**src/rtl/instr_encoder_loader.sv**
```systemverilog
// Packs decoded instruction fields into 32-bit words and streams them into instruction memory.
// Optional macro IMM_RANGE_CHECK_EN adds a sticky imm_err flag for I-type immediates that do not fit 16 bits.
module instr_encoder_loader #(
    parameter int ADDR_W    = 10,
    parameter int BASE_ADDR = 0
) (
    input  logic              clk,
    input  logic              rst,
    input  logic              start,
    input  logic              in_valid,
    output logic              in_ready,
    input  logic [5:0]        opcode,
    input  logic [4:0]        rs,
    input  logic [4:0]        rt,
    input  logic [4:0]        rd,
    input  logic [4:0]        shamt,
    input  logic [5:0]        funct,
    input  logic [31:0]       imm,
    output logic              mem_we,
    output logic [ADDR_W-1:0] mem_addr,
    output logic [31:0]       mem_wdata,
    output logic              busy,
    output logic              done,
    output logic [ADDR_W:0]   count,
    output logic              overflow
`ifdef IMM_RANGE_CHECK_EN
    ,
    output logic              imm_err
`endif
);
    localparam logic [5:0] OP_R    = 6'b000000;
    localparam logic [5:0] OP_MOVE = 6'b010010;
    localparam logic [5:0] OP_HALT = 6'b010110;
    localparam logic [5:0] OP_NOP  = 6'b010111;
    localparam logic [5:0] OP_RET  = 6'b011000;

    localparam logic [ADDR_W:0]   CAP  = (ADDR_W+1)'((2**ADDR_W) - BASE_ADDR);
    localparam logic [ADDR_W-1:0] BASE = ADDR_W'(BASE_ADDR);
    localparam logic [ADDR_W-1:0] LAST = '1;

    typedef enum logic [1:0] {IDLE, LOAD, DONE} state_t;

    state_t            state, state_nxt;
    logic [ADDR_W-1:0] ptr;
    logic              halt_seen;
    logic              full;
    logic              acc;
    logic              sess_start;
    logic              term;
    logic [31:0]       enc;

    assign full       = (count >= CAP);
    assign in_ready   = (state == LOAD) && !halt_seen && !full;
    assign acc        = in_valid && in_ready;
    assign sess_start = start && (state != LOAD);
    // The write cycle right after the final accept (HALT or last address) ends the session.
    assign term       = (state == LOAD) && mem_we && (halt_seen || full);
    assign busy       = (state == LOAD);
    assign done       = (state == DONE);

    always_comb begin
        case (opcode)
            OP_R:                    enc = {opcode, rs, rt, rd, shamt, funct};
            OP_HALT, OP_NOP, OP_RET: enc = {opcode, 26'b0};
            OP_MOVE:                 enc = {opcode, rs, rt, 16'b0};
            default:                 enc = {opcode, rs, rt, imm[15:0]};
        endcase
    end

    always_comb begin
        state_nxt = state;
        case (state)
            IDLE:    if (start) state_nxt = LOAD;
            LOAD:    if (term)  state_nxt = DONE;
            DONE:    if (start) state_nxt = LOAD;
            default: state_nxt = IDLE;
        endcase
    end

    always_ff @(posedge clk) begin
        if (rst) begin
            state     <= IDLE;
            ptr       <= BASE;
            count     <= '0;
            halt_seen <= 1'b0;
            overflow  <= 1'b0;
            mem_we    <= 1'b0;
            mem_addr  <= '0;
            mem_wdata <= '0;
        end else begin
            state  <= state_nxt;
            mem_we <= acc;
            if (sess_start) begin
                ptr       <= BASE;
                count     <= '0;
                halt_seen <= 1'b0;
                overflow  <= 1'b0;
            end else if (acc) begin
                mem_addr  <= ptr;
                mem_wdata <= enc;
                count     <= count + (ADDR_W+1)'(1);
                // Saturate at the last address; full blocks any further accept.
                if (ptr != LAST) ptr <= ptr + ADDR_W'(1);
                if (opcode == OP_HALT) halt_seen <= 1'b1;
            end
            if (term) overflow <= !halt_seen;
        end
    end

`ifdef IMM_RANGE_CHECK_EN
    logic is_itype;
    logic imm_wide;
    assign is_itype = !(opcode inside {OP_R, OP_MOVE, OP_HALT, OP_NOP, OP_RET});
    assign imm_wide = (imm[31:16] != {16{imm[15]}});

    always_ff @(posedge clk) begin
        if (rst)                             imm_err <= 1'b0;
        else if (sess_start)                 imm_err <= 1'b0;
        else if (acc && is_itype && imm_wide) imm_err <= 1'b1;
    end
`else
    logic unused_imm_hi;
    assign unused_imm_hi = ^imm[31:16];
`endif

endmodule

```
**config.mk**
```make
export PLATFORM = sky130hd
export DESIGN_NAME = instr_encoder_loader
export DESIGN_NICKNAME = d
export VERILOG_FILES = /design/src/rtl/instr_encoder_loader.sv
export SDC_FILE = /design/constraint.sdc
export NUM_CORES = 1
export LEC_CHECK = 0
export CELL_PAD_IN_SITES_DETAIL_PLACEMENT = 1
export CELL_PAD_IN_SITES_GLOBAL_PLACEMENT = 1
export CORE_UTILIZATION = 32
export DETAILED_ROUTE_END_ITERATION = 16
export PLACE_DENSITY = 0.92
export SYNTH_ARGS = -nofsm -noshare
export SYNTH_HDL_FRONTEND = slang
export SYNTH_SLANG_ARGS = --single-unit
```
**constraint.sdc**
```tcl
create_clock -name clk -period 4.3 [get_ports clk]
set_clock_uncertainty 0.1 [all_clocks]
set_input_delay 0.86 -clock clk [delete_from_list [all_inputs] [get_ports clk]]
set_output_delay 0.86 -clock clk [all_outputs]
set_load 0.05 [all_outputs]
```
==> out/qor.csv <==
metric,value,unit
status,completed,
worst_slack,1300,ps
grt_pass1_vias,2965,
clock_path_buffers,2,
ys_types,36,
ff2ff_path_depth,5,
end_kind,flop,
dieWidth,95.8,µm
clock.fmax,333,MHz
hold_viol,0,
clock-sinks,68,
start_util,33.6,%
drt_pass1_iterations,4,
grt_max_degree,29,
clock-root-buffer,clkbuf_8,
port_buffers,109,
power,1.53,mW
crit_fanout,16,
core_area,8380,µm²
die_h,95.8,µm
crit_type,in -> reg,
pin_count,126,
clk_latency,340,ps
clkTransAtPathRegs,70,ps
grt_overflow,0,
htree_levels,3,
postSynth.asyncResetShare,0,%
first_iter_violations,47,
cts_tree,done,
slew-limit-headroom,42.1,%
die-area,9180,µm²
area_delta_synth_final,51.2,%
post-cts-setup-buffer-count,0,
setup_viol,0,
cts.hold.buffers_added,0,
syn_area,2820,µm²
vias,2783,
cp-start-kind,primary input,
cp_top_family,compound AO/OA/AOI/OAI gates,
r2r-start,halt_seen,
numCtsBuffers,9,
nets,493,
wl_per_cell,17.1,µm
place.gp.congestion,0.774,
max_cap_violations,0,
critPathBufInv,1,
rrSetupSlack,2000,ps
place_hpwl,6480,µm
avgSynthCellArea,8.89,µm²
hp-class,reg -> reg,
synth_ff_type,dfxtp_1,
yosysSeqAreaShare,48.3,%
ant_nets,0,
grt_setup_unrepaired,false,
crit_chain,clkdlybuf4s50_1 > or4b_1 > o32ai_2 > nor4b_4 > a21o_1,
period_needed,3000,ps
irDropWorstVdd,0.129,mV
cp_slowest_stage_delay,730,ps
min_to,mem_wdata[30],
placed_cells,517,
drive_above_1_share,6.31,%
p_leak,1.65,nW
maxSlewViolCount,0,
whs_path_depth,2,
viasPerCell,5.22,
min_from,mem_wdata[30],
rows,33,
syn_inst,317,
num_antenna_cells,0,
grt_antenna_before_repair,0,
synth_warnings,0,
synth_edf_count,0,
drcViolationCount,0,
syn_nets,387,
tns,0,ps
fin_crit_sh,69.8,%
post-route-util,50.8,%
drt_wl_total,9120,µm
grt.total_usage,20.1,%
required,4430,ps
powerDensity,359,nW/µm²
critical_path_arrival,3130,ps
grt_pass1_wl,14200,µm
crit_path_top_delay_cell,o32ai_2,
synth-seq-cells,68,
r2r-end,ptr[2],
post-place-ws,939,ps
cts.repair.resized,0,
fin_cells,533,
tightest_slew,868,ps
flip-flops by register name (all words and copies together) (netlist names):
register	count
count	11
halt_seen	1
ptr	10
overflow	1
mem_we	1
mem_addr	10
state	2
mem_wdata	32
cell families after synthesis:
group,Yosys count,share of synthesized area [%]
flops,68,48.3
simple gates,126,22.7
xor+xnor,9,2.80
buf+inv,23,3.33
compound gates,89,22.0
fa+ha+maj,2,0.888
per-stage QoR:
stage	area [µm²]	hold slack (ps)
2_1_floorplan	2820	358
3_3_place_gp	4000	342
3_5_place_dp	4000	355
4_1_cts	4260	372
5_1_grt	4260	389
6_report	4260	364
cell usage after synthesis (2+ instances only):
library cell,n,area share [%]
or2_2,2,0.44
nor3_1,4,0.71
nor4_1,2,0.44
nor4b_4,2,1.7
and2_1,3,0.67
nand4_1,6,1.3
and3_1,3,0.67
or3_1,3,0.67
clkbuf_1,11,1.5
o31ai_1,3,0.80
nand3_1,20,3.6
a2bb2oi_1,10,3.1
o21a_1,2,0.53
o21ai_0,6,1.1
dfxtp_1,68,48
a21o_1,17,4.5
nor2_1,27,3.6
nor2b_1,3,0.67
nand2b_1,2,0.44
or4_1,4,1.1
ha_1,2,0.89
buf_2,6,1.1
xor2_1,8,2.5
a22o_1,16,5.0
inv_1,3,0.40
buf_1,3,0.40
and4_1,2,0.62
a21oi_1,31,5.5
nand2_1,41,5.5
tightest hold or removal path, delay by kind of cell (launching register included):
family	cells	cell delay, ps
AO/OA/AOI/OAI	1	50
flip-flops	1	310
AND/OR/NAND/NOR	1	60
placed cells by master (no fill, tap or decap), types with 8 or more instances in the layout:
cell and n:
a21oi_1 31, clkbuf_8 11, clkdlybuf4s50_1 109, nor2_1 27
a22o_1 16, nand3_1 20, dfxtp_1 68, nand2_1 41
a21o_1 17, xor2_1 8, a2bb2oi_1 10
layout make-up:
| class | count | area (µm²) |
|---|---|---|
| clock buffer | 11 | 151 |
| clock inverter | 5 | 106 |
| fill | 969 | 4120 |
| inverter | 3 | 11.3 |
| multi-input combinational | 226 | 1360 |
| sequential | 68 | 1360 |
| tap | 105 | 131 |
| timing repair buffer | 115 | 1140 |
report_power, final:
group,total (mW),switching (mW),internal [mW]
Sequential,0.653,0.00936,0.644
Combinational,0.208,0.118,0.0901
Clock,0.670,0.250,0.419
routing by layer:
metal / track usage, % / vias up / part of all wire, %
met5: 0 / - / 0
met4: 8.33 / 0 / 2.0
met3: 2.69 / 11 / 2.9
met2: 37.9 / 67 / 55
met1: 22.4 / 1361 / 40
li1: - / 1344 / -
worst max path at each step:
stage / from / end / slack, ps / cells past startpoint
final: opcode[0] / mem_wdata[10] / 1300 / 5
after global routing: opcode[0] / mem_wdata[14] / 1130 / 5
after CTS: opcode[0] / mem_wdata[10] / 1290 / 5
after detailed placement: opcode[0] / mem_wdata[10] / 940 / 5
after global placement: opcode[0] / mem_wdata[5] / 970 / 5
after floorplan: count[10] / in_ready / 1860 / 3
Power figures use the tool's default switching activity.
